<file path="src/rtl/sync_down_timer.sv">
// Loadable synchronous down-counter/timer.
// Loads a start value, decrements on enabled clocks and emits a one-cycle
// terminal-count pulse when the count steps from 1 to 0 (or on a load of 0).
// One-shot mode parks in DONE after the pulse; auto-reload mode wraps back
// to the reload value on the next enabled cycle, giving a period of
// reload_reg+1 enabled cycles.
//
// Handshake: none. load and en are level-sampled on every rising edge.
// load has priority over en. rst (synchronous, active-high) has priority
// over everything.
module sync_down_timer #(
    parameter int WIDTH = 4
) (
    input  logic             clk,
    input  logic             rst,
    input  logic             en,
    input  logic             load,
    input  logic [WIDTH-1:0] load_val,
    input  logic             auto_reload,
    output logic [WIDTH-1:0] count,
    output logic             tc,
    output logic             busy,
    output logic             done
);

    localparam logic [1:0] IDLE = 2'd0;
    localparam logic [1:0] RUN  = 2'd1;
    localparam logic [1:0] DONE = 2'd2;

    localparam logic [WIDTH-1:0] ZERO = '0;
    localparam logic [WIDTH-1:0] ONE  = WIDTH'(1);

    logic [1:0]       state;
    logic [1:0]       state_nxt;
    logic [WIDTH-1:0] reload_reg;
    logic [WIDTH-1:0] reload_nxt;
    logic [WIDTH-1:0] count_nxt;
    logic             tc_nxt;

    // Next-state, next-count and terminal-count decision for this edge.
    always_comb begin
        state_nxt  = state;
        count_nxt  = count;
        reload_nxt = reload_reg;
        tc_nxt     = 1'b0;

        if (load) begin
            // A load restarts from any state; no pulse for an aborted run.
            count_nxt  = load_val;
            reload_nxt = load_val;
            if (load_val == ZERO) begin
                // Zero load finishes immediately, even in auto-reload mode,
                // so a zero period can never loop.
                state_nxt = DONE;
                tc_nxt    = 1'b1;
            end else begin
                state_nxt = RUN;
            end
        end else begin
            case (state)
                RUN: begin
                    if (en) begin
                        if (count == ZERO) begin
                            // Only reachable in auto-reload: wrap without a pulse.
                            count_nxt = reload_reg;
                        end else if (count == ONE) begin
                            count_nxt = ZERO;
                            tc_nxt    = 1'b1;
                            if (!auto_reload) begin
                                state_nxt = DONE;
                            end
                        end else begin
                            count_nxt = count - ONE;
                        end
                    end
                end
                IDLE: state_nxt = IDLE;
                DONE: state_nxt = DONE;
                default: begin
                    // Unused encoding: fall back to a safe idle state.
                    state_nxt = IDLE;
                    count_nxt = ZERO;
                end
            endcase
        end
    end

    // Register state, count, reload value and the derived status flags.
    always_ff @(posedge clk) begin
        if (rst) begin
            state      <= IDLE;
            count      <= ZERO;
            reload_reg <= ZERO;
            tc         <= 1'b0;
            busy       <= 1'b0;
            done       <= 1'b0;
        end else begin
            state      <= state_nxt;
            count      <= count_nxt;
            reload_reg <= reload_nxt;
            tc         <= tc_nxt;
            busy       <= (state_nxt == RUN);
            done       <= (state_nxt == DONE);
        end
    end

endmodule
</file>
<file path="config.mk">
export PLATFORM = sky130hd
export DESIGN_NAME = sync_down_timer
export DESIGN_NICKNAME = d
export VERILOG_FILES = /design/src/rtl/sync_down_timer.sv
export SDC_FILE = /design/constraint.sdc
export NUM_CORES = 1
export LEC_CHECK = 0
export BUFFER_PORTS_ARGS = -buffer_cell sky130_fd_sc_hd__buf_2
export CORE_MARGIN = 10
export CORE_UTILIZATION = 50
export DETAILED_ROUTE_END_ITERATION = 8
export GPL_ROUTABILITY_DRIVEN = 0
export GPL_TIMING_DRIVEN = 1
export PLACE_DENSITY = 0.79
export SYNTH_ARGS = -nofsm -noshare
export SYNTH_HDL_FRONTEND = slang
export SYNTH_SLANG_ARGS = --single-unit
</file>
<file path="constraint.sdc">
create_clock -name clk -period 5.1 [get_ports clk]
set_input_delay 1.53 -clock clk [delete_from_list [all_inputs] [get_ports clk]]
set_output_delay 1.53 -clock clk [all_outputs]
set_load 0.03 [all_outputs]
</file>
==> results of run 1 <==
worst register-to-register path: stages, from the launching register on:
cell	delay [ns]
sky130_fd_sc_hd__dfxtp_1	0.41
sky130_fd_sc_hd__inv_1	0.09
sky130_fd_sc_hd__ha_1	0.31
sky130_fd_sc_hd__or4b_4	0.58
sky130_fd_sc_hd__a2111o_1	0.40
sky130_fd_sc_hd__nor4b_2	0.16
power breakdown:
part	internal [mW]	total (mW)	switching, mW	leakage, nW
registers	0.106	0.110	0.00405	0.107
clock network	0.0303	0.0630	0.0327	0.0150
logic	0.0152	0.0390	0.0238	0.216
kinds of logic after synthesis:
group | Yosys count
AND/OR/NAND/NOR | 31
flip-flops | 13
multiplexers | 1
AO/OA/AOI/OAI | 24
adder cells (fa/ha/maj) | 5
buffers and inverters | 9
metal layers:
metal	GRT usage, %	vias up
met3	3.10	5
li1	-	334
met5	0	-
met4	4.03	0
met2	15.3	16
met1	11.6	282
cells in the mapped netlist (2+ instances only):
master	number
sky130_fd_sc_hd__o22ai_1	2
sky130_fd_sc_hd__nand2b_1	6
sky130_fd_sc_hd__nor4_1	2
sky130_fd_sc_hd__nor2_1	5
sky130_fd_sc_hd__and3_2	2
sky130_fd_sc_hd__a22oi_1	2
sky130_fd_sc_hd__o21ai_0	2
sky130_fd_sc_hd__ha_1	5
sky130_fd_sc_hd__a21oi_1	9
sky130_fd_sc_hd__nand2_1	7
sky130_fd_sc_hd__nor2b_1	2
sky130_fd_sc_hd__inv_1	7
sky130_fd_sc_hd__a31oi_1	3
sky130_fd_sc_hd__dfxtp_1	13
worst paths after layout:
path	startpoint	endpoint	cells after the start
max	en	busy	5
min reg2reg	reload_reg[0]	reload_reg[0]	2
max reg2reg	count[0]	busy	5
min	reload_reg[0]	reload_reg[0]	2
per-stage QoR:
stage	worst slack, ns	cell area [µm²]	power (mW)	hold slack (ns)
finish	2.46	812	0.212	0.473
global route	2.42	812	0.223	0.494
CTS	2.46	812	0.214	0.473
detailed placement	2.17	786	0.152	0.460
global placement	2.19	786	0.151	0.456
floorplan	2.32	701	0.139	0.446
layout make-up:
type,instances,area (µm²)
clock buffers,4,26.3
fillers,126,505
inverters,7,26.3
multi-input cells,61,405
flip-flops and latches,13,260
well taps,15,18.8
repair buffers,15,75.1
==> report_table.html, run 1 <==
<table>
<tr><th>Metric</th><th>Value</th></tr>
<tr><th colspan="2">Timing</th></tr>
<tr><td>Post-route setup TNS</td><td>0 ns</td></tr>
<tr><td>Worst max-slew margin expressed relative to the limit</td><td>46.9%</td></tr>
<tr><td>Worst-Margin Slew</td><td>0.789 ns</td></tr>
<tr><td>Fmax</td><td>379 MHz</td></tr>
<tr><td>Max-slew violations</td><td>0</td></tr>
<tr><td>Worst clock skew</td><td>0.00785 ns</td></tr>
<tr><td>Final-report hold violation count</td><td>0</td></tr>
<tr><td>Setup Viol. Count Final</td><td>0</td></tr>
<tr><td>Final critical delay including setup and external delays</td><td>2.64 ns</td></tr>
<tr><td>Post-route clock period utilization</td><td>51.8%</td></tr>
<tr><td>RSZ-0062 raised after global routing</td><td>no</td></tr>
<tr><th colspan="2">Clock tree</th></tr>
<tr><td>Clock latency at the later pin of the worst-skew pair</td><td>0.28 ns</td></tr>
<tr><td>TritonCTS buffer count</td><td>3</td></tr>
<tr><td>Post-CTS Resized</td><td>0</td></tr>
<tr><td>Postcts setup bufs</td><td>0</td></tr>
<tr><td>Clock tree buffer depth</td><td>2</td></tr>
<tr><td>Clock tree root buffer cell</td><td>sky130_fd_sc_hd__clkbuf_4</td></tr>
<tr><td>CTS tree</td><td>done</td></tr>
<tr><td>Clk pin slew, worst setup/hold paths</td><td>0.08 ns</td></tr>
<tr><td>CTS Hold Buffers Added</td><td>0</td></tr>
<tr><td>TritonCTS sink count</td><td>13</td></tr>
<tr><td>CTS H-tree lvls</td><td>1</td></tr>
<tr><th colspan="2">Route</th></tr>
<tr><td>Uppermost routed layer</td><td>met4</td></tr>
<tr><td>Vias</td><td>637</td></tr>
<tr><td>Number of DRC markers in iteration 0</td><td>13</td></tr>
<tr><td>Routed length on met2</td><td>700 µm</td></tr>
<tr><td>Detailed-route DRC error count</td><td>0</td></tr>
<tr><td>Met3 Wirelength</td><td>100 µm</td></tr>
<tr><td>Wire length on met1</td><td>792 µm</td></tr>
<tr><td>Final wirelength</td><td>1630 µm</td></tr>
<tr><td>Wire length per cell after detailed routing</td><td>14.1 µm</td></tr>
<tr><td>Per-cell via count in the routed design</td><td>5.54</td></tr>
<tr><td>Final ANT Viol Nets</td><td>0</td></tr>
<tr><td>Number of detailed-route iterations in the first pass</td><td>4</td></tr>
<tr><th colspan="2">Logic synthesis</th></tr>
<tr><td>Async set-reset flop share out of synthesis</td><td>0%</td></tr>
<tr><td>Synth top area cells</td><td>sky130_fd_sc_hd__dfxtp_1 (37%), sky130_fd_sc_hd__ha_1 (8.9%), sky130_fd_sc_hd__a21oi_1 (6.4%)</td></tr>
<tr><td>Area fraction in and, or, nand and nor cells after synthesis</td><td>25.7%</td></tr>
<tr><td>Sequential area share after synthesis</td><td>37.1%</td></tr>
<tr><td>Average size of a mapped cell</td><td>8.44 µm²</td></tr>
<tr><td>Gate Count Post-Synth</td><td>83</td></tr>
<tr><td>Fraction of synthesized cell area taken by the top area cell type</td><td>37.1%</td></tr>
<tr><td>Compound-gate portion of the synthesized area</td><td>21.8%</td></tr>
<tr><td>Number of enable flip-flop cells after synthesis</td><td>0</td></tr>
<tr><td>Total number of yosys warnings</td><td>0</td></tr>
<tr><td>Synthesized area</td><td>701 µm²</td></tr>
<tr><td>Dominant combinational cell family by area after synthesis</td><td>simple AND/OR/NAND/NOR gates</td></tr>
<tr><td>Mux share of post-synthesis cell area</td><td>1.43%</td></tr>
<tr><td>Fraction of the mapped netlist area in adder cells</td><td>8.93%</td></tr>
<tr><td>Most instantiated flip-flop cell in the synthesis netlist</td><td>sky130_fd_sc_hd__dfxtp_1</td></tr>
<tr><td>Post-synthesis register bit count</td><td>13</td></tr>
<tr><td>Library cell with the largest summed area after synthesis</td><td>sky130_fd_sc_hd__dfxtp_1</td></tr>
<tr><td>Distinct cell type count of the synthesized netlist</td><td>30</td></tr>
<tr><td>Syn_nets</td><td>97</td></tr>
<tr><td>Xor-xnor portion of the synthesized cell area</td><td>0%</td></tr>
<tr><th colspan="2">Setup path</th></tr>
<tr><td>Critical path data required time</td><td>5.23 ns</td></tr>
<tr><td>Critical Path End Type</td><td>flop</td></tr>
<tr><td>CP max FO</td><td>3</td></tr>
<tr><td>Crit path largest cell delay</td><td>0.52 ns</td></tr>
<tr><td>Path type of the worst setup path</td><td>primary input to flop</td></tr>
<tr><td>Cell with the largest stage delay on the worst path</td><td>sky130_fd_sc_hd__or4b_4</td></tr>
<tr><td>Family with the most delay on the worst path</td><td>simple AND/OR/NAND/NOR gates</td></tr>
<tr><td>Register-to-Register Setup Slack</td><td>3.01 ns</td></tr>
<tr><td>Endpoint arrival time on the critical path</td><td>2.77 ns</td></tr>
<tr><td>Critical Path Start Type</td><td>primary input</td></tr>
<tr><td>Buffers plus inverters on the worst setup path</td><td>1</td></tr>
<tr><td>CP Cell Sequence</td><td>buf_2, nand2_1, or4b_4, a2111o_1, nor4b_2</td></tr>
<tr><th colspan="2">Placed design</th></tr>
<tr><td>Placed cell count</td><td>111</td></tr>
<tr><td># port buffers</td><td>15</td></tr>
<tr><td>Total half-perimeter wirelength after legalization and detailed placement</td><td>1260 µm</td></tr>
<tr><th colspan="2">GRT</th></tr>
<tr><td>Total track usage</td><td>9.68%</td></tr>
<tr><td>Total gr overflow</td><td>0</td></tr>
<tr><td>Wire length of the first global-routing pass</td><td>2690 µm</td></tr>
<tr><td>Number of global-route vias before repair</td><td>639</td></tr>
<tr><td>Antenna violations before repair</td><td>0</td></tr>
<tr><td>Largest net degree at the start of global routing</td><td>16</td></tr>
<tr><th colspan="2">Hold path</th></tr>
<tr><td>Worst hold-check path type</td><td>flop to flop</td></tr>
<tr><th colspan="2">Run</th></tr>
<tr><td># Max-Cap Violations</td><td>0</td></tr>
<tr><th colspan="2">Layout</th></tr>
<tr><td>Antenna diode count</td><td>0</td></tr>
<tr><td>Most frequent standard cell in the layout excluding fill and tap cells</td><td>sky130_fd_sc_hd__buf_2</td></tr>
<tr><td>Highest-count cells in the layout ignoring fill and taps</td><td>sky130_fd_sc_hd__buf_2 (15), sky130_fd_sc_hd__dfxtp_1 (13), sky130_fd_sc_hd__a21oi_1 (9)</td></tr>
<tr><td>Synth-to-layout area growth</td><td>15.9%</td></tr>
<tr><td>Fraction of final layout cells sized beyond drive strength 1</td><td>24.0%</td></tr>
<tr><td>Net total in the final layout</td><td>115</td></tr>
<tr><td>Core Util, Final</td><td>61.6%</td></tr>
<tr><td>Final non-filler cell total</td><td>115</td></tr>
<tr><th colspan="2">Die</th></tr>
<tr><td>Chip Height</td><td>57.4 µm</td></tr>
<tr><td>Die Footprint</td><td>0.00330 mm²</td></tr>
<tr><td>Number of top-level design ports</td><td>16</td></tr>
<tr><td>Core footprint</td><td>0.00132 mm²</td></tr>
<tr><td>Die Wd</td><td>57.4 µm</td></tr>
<tr><td>Core Rows</td><td>13</td></tr>
<tr><td>Initial cell density of the core</td><td>53.2%</td></tr>
<tr><th colspan="2">Power</th></tr>
<tr><td>Static leakage power</td><td>0.338 nW</td></tr>
<tr><td>Total power divided by cell area</td><td>262 mW/mm²</td></tr>
<tr><td>Highest ir drop seen on vdd</td><td>0.115 mV</td></tr>
<tr><th colspan="2">Status</th></tr>
<tr><td>Result of the run</td><td>finished, final reports clean</td></tr>
</table>
Note: power is estimated with default switching activity, not from simulation.
==> run 2: changes to the inputs <==
Clock period 5.1 ns to 2.7 ns, I/O delays scaled along.
==> run 2 against run 1 <==
Via count rose by 3.5%. First-iteration DRC count rose by 62%. Sequential share of layout area fell by 0.29 points. Power rose by 88%. Die area did not move. Critical endpoint unchanged. Largest power group unchanged.
==> report_table.html, run 2 (synthesized netlist as in run 1, its figures left out) <==
<table>
<tr><th>Metric</th><th>Value</th></tr>
<tr><th colspan="2">Die</th></tr>
<tr><td>Core Rows</td><td>13 (unchanged)</td></tr>
<tr><td>Die Footprint</td><td>0.00330 mm² (unchanged)</td></tr>
<tr><td>Core footprint</td><td>0.00132 mm² (unchanged)</td></tr>
<tr><td>Number of top-level design ports</td><td>16 (unchanged)</td></tr>
<tr><td>Die Wd</td><td>57.4 µm (unchanged)</td></tr>
<tr><td>Initial cell density of the core</td><td>53.2% (unchanged)</td></tr>
<tr><td>Chip Height</td><td>57.4 µm (unchanged)</td></tr>
<tr><th colspan="2">Route</th></tr>
<tr><td>Number of DRC markers in iteration 0</td><td>21 (+8)</td></tr>
<tr><td>Detailed-route DRC error count</td><td>0 (unchanged)</td></tr>
<tr><td>Final ANT Viol Nets</td><td>0 (unchanged)</td></tr>
<tr><td>Wire length per cell after detailed routing</td><td>14.1 µm (about the same)</td></tr>
<tr><td>Vias</td><td>659 (+3.5%)</td></tr>
<tr><td>Final wirelength</td><td>1640 µm (+0.92%)</td></tr>
<tr><td>Number of detailed-route iterations in the first pass</td><td>6 (+2)</td></tr>
<tr><td>Per-cell via count in the routed design</td><td>5.68 (+2.6%)</td></tr>
<tr><th colspan="2">Clock tree</th></tr>
<tr><td>CTS tree</td><td>done</td></tr>
<tr><td>CTS Hold Buffers Added</td><td>0 (unchanged)</td></tr>
<tr><td>Clk pin slew, worst setup/hold paths</td><td>0.07 ns (about the same)</td></tr>
<tr><td>CTS H-tree lvls</td><td>1 (unchanged)</td></tr>
<tr><td>Clock latency at the later pin of the worst-skew pair</td><td>0.27 ns (about the same)</td></tr>
<tr><td>Postcts setup bufs</td><td>0 (unchanged)</td></tr>
<tr><td>Clock tree buffer depth</td><td>2 (unchanged)</td></tr>
<tr><td>TritonCTS buffer count</td><td>3 (unchanged)</td></tr>
<tr><td>Clock tree root buffer cell</td><td>sky130_fd_sc_hd__clkbuf_4</td></tr>
<tr><td>Post-CTS Resized</td><td>0 (unchanged)</td></tr>
<tr><td>TritonCTS sink count</td><td>13 (unchanged)</td></tr>
<tr><th colspan="2">Power</th></tr>
<tr><td>Sw Pwr</td><td>0.112 mW (+86%)</td></tr>
<tr><td>Combinational Power Share</td><td>18.7% (+0.3 points)</td></tr>
<tr><td>Static leakage power</td><td>0.343 nW (+1.6%)</td></tr>
<tr><td>Relative contribution of sequential cells to total power</td><td>52.2% (+0.3 points)</td></tr>
<tr><td>Total power divided by cell area</td><td>487 mW/mm² (+86%)</td></tr>
<tr><td>Switch share</td><td>28.1% (-0.37 points)</td></tr>
<tr><td>Clock Power Share</td><td>29.1% (-0.6 points)</td></tr>
<tr><td>Cell-internal power</td><td>0.287 mW (+89%)</td></tr>
<tr><td>Highest ir drop seen on vdd</td><td>0.296 mV (+160%)</td></tr>
<tr><th colspan="2">Setup path</th></tr>
<tr><td>Critical Path Start Type</td><td>flop</td></tr>
<tr><td>Count of cells along the worst register-to-register path</td><td>5 (unchanged)</td></tr>
<tr><td>Critical path data required time</td><td>2.85 ns (-2.38 ns)</td></tr>
<tr><td>RR Startpoint</td><td>count[0]</td></tr>
<tr><td>Crit path capture</td><td>busy</td></tr>
<tr><td>CP max FO</td><td>9 (+6)</td></tr>
<tr><td>Path type of the worst setup path</td><td>flop to flop</td></tr>
<tr><td>Critical Path End Type</td><td>flop</td></tr>
<tr><td>Endpoint arrival time on the critical path</td><td>2.22 ns (-0.55 ns)</td></tr>
<tr><td>Critical register-to-register path endpoint</td><td>busy</td></tr>
<tr><td>Register-to-Register Setup Slack</td><td>0.63 ns (-2.38 ns)</td></tr>
<tr><td>Worst setup path start</td><td>count[0]</td></tr>
<tr><th colspan="2">GRT</th></tr>
<tr><td>Antenna violations before repair</td><td>0 (unchanged)</td></tr>
<tr><td>Largest net degree at the start of global routing</td><td>16 (unchanged)</td></tr>
<tr><td>Total gr overflow</td><td>0 (unchanged)</td></tr>
<tr><td>Number of global-route vias before repair</td><td>656 (+2.7%)</td></tr>
<tr><td>Total track usage</td><td>10.2% (+0.55 points)</td></tr>
<tr><td>Wire length of the first global-routing pass</td><td>2860 µm (+6.1%)</td></tr>
<tr><th colspan="2">Timing</th></tr>
<tr><td>Max-slew violations</td><td>0 (unchanged)</td></tr>
<tr><td>RSZ-0062 raised after global routing</td><td>no</td></tr>
<tr><td>Fmax</td><td>483 MHz</td></tr>
<tr><td>Worst-Margin Slew</td><td>0.442 ns (-0.347 ns)</td></tr>
<tr><td>Final critical delay including setup and external delays</td><td>2.07 ns</td></tr>
<tr><td>Worst path setup slack after routing</td><td>0.629 ns (-1.83 ns)</td></tr>
<tr><td>Post-route clock period utilization</td><td>76.7%</td></tr>
<tr><td>Final-report hold violation count</td><td>0 (unchanged)</td></tr>
<tr><td>Setup Viol. Count Final</td><td>0 (unchanged)</td></tr>
<tr><td>Post-route setup TNS</td><td>0 ns (unchanged)</td></tr>
<tr><td>Worst max-slew margin expressed relative to the limit</td><td>70.5% (+24 points)</td></tr>
<tr><td>Worst clock skew</td><td>0.000757 ns (-0.00710 ns)</td></tr>
<tr><th colspan="2">Layout</th></tr>
<tr><td>Final instance area</td><td>820 µm² (+0.92%)</td></tr>
<tr><td>Net total in the final layout</td><td>116 (+0.87%)</td></tr>
<tr><td>Fraction of final layout cells sized beyond drive strength 1</td><td>24.8% (+0.75 points)</td></tr>
<tr><td>Core Util, Final</td><td>62.2% (+0.57 points)</td></tr>
<tr><td>Antenna diode count</td><td>0 (unchanged)</td></tr>
<tr><td>Highest-count cells in the layout ignoring fill and taps</td><td>sky130_fd_sc_hd__buf_2 (15), sky130_fd_sc_hd__dfxtp_1 (13), sky130_fd_sc_hd__a21oi_1 (9)</td></tr>
<tr><td>Most frequent standard cell in the layout excluding fill and tap cells</td><td>sky130_fd_sc_hd__buf_2</td></tr>
<tr><td>Synth-to-layout area growth</td><td>17.0%</td></tr>
<tr><td>Final non-filler cell total</td><td>116 (+0.87%)</td></tr>
<tr><th colspan="2">Hold path</th></tr>
<tr><td>Worst hold-check path type</td><td>flop to flop</td></tr>
<tr><th colspan="2">Placed design</th></tr>
<tr><td>Setup slack at placement</td><td>0.502 ns (-1.67 ns)</td></tr>
<tr><td># port buffers</td><td>15 (unchanged)</td></tr>
<tr><td>Post-place instance area</td><td>793 µm² (+0.96%)</td></tr>
<tr><td>Placed cell count</td><td>112 (+0.90%)</td></tr>
<tr><td>Total half-perimeter wirelength after legalization and detailed placement</td><td>1270 µm (+0.83%)</td></tr>
<tr><th colspan="2">Status</th></tr>
<tr><td>Result of the run</td><td>finished, final reports clean</td></tr>
<tr><th colspan="2">Run</th></tr>
<tr><td># Max-Cap Violations</td><td>0 (unchanged)</td></tr>
</table>
-- run 2: cell count changes in the layout (fill, tap and decap cells not counted), sizes merged --
cell  delta
buf      +1
-- run 2: critical path: stages, from the launching register on --
cell and delay (ns):
sky130_fd_sc_hd__dfxtp_1 0.41, sky130_fd_sc_hd__inv_1 0.08, sky130_fd_sc_hd__ha_1 0.31, sky130_fd_sc_hd__or4b_4 0.58, sky130_fd_sc_hd__a2111o_1 0.40, sky130_fd_sc_hd__nor4b_2 0.17
-- run 2: worst min-delay path by stage --
stage / startpoint / end / slack, ns / cells after the start
floorplan: reload_reg[0] / reload_reg[0] / 0.45 / 2
global placement: reload_reg[0] / reload_reg[0] / 0.46 / 2
detailed placement: reload_reg[0] / reload_reg[0] / 0.46 / 2
CTS: reload_reg[0] / reload_reg[0] / 0.47 / 2
global route: reload_reg[0] / reload_reg[0] / 0.49 / 2
finish: reload_reg[0] / reload_reg[0] / 0.47 / 2
-- run 2: metrics by stage --
step | hold WS, ns | power, mW
2_1_floorplan | 0.446 | 0.263
3_3_place_gp | 0.457 | 0.285
5_1_grt | 0.494 | 0.423
4_1_cts | 0.473 | 0.402
3_5_place_dp | 0.460 | 0.287
6_report | 0.471 | 0.399
-- run 2: cell type report --
type,instances,area (µm²)
sequential,13,260
multi-input combinational,61,405
inverter,7,26.3
tap,15,18.8
clock buffer,4,26.3
fill,118,498
timing repair buffer,16,82.6
-- run 2: metal layers --
metal,vias to the layer above,GRT usage (%),part of all wire [%]
li1,333,-,-
met1,307,12.3,48
met2,15,16.3,45
met3,4,3.32,6.1
met4,0,4.03,1.3
met5,-,0,0
-- run 2: power groups by stage --
stage | combinational [mW] | sequential (mW) | clock, mW
after floorplan | 0.0421 | 0.221 | 0
after global placement | 0.0722 | 0.213 | 0
after detailed placement | 0.0740 | 0.213 | 0
after CTS | 0.0745 | 0.208 | 0.119
after global routing | 0.0845 | 0.210 | 0.129
final | 0.0745 | 0.208 | 0.116
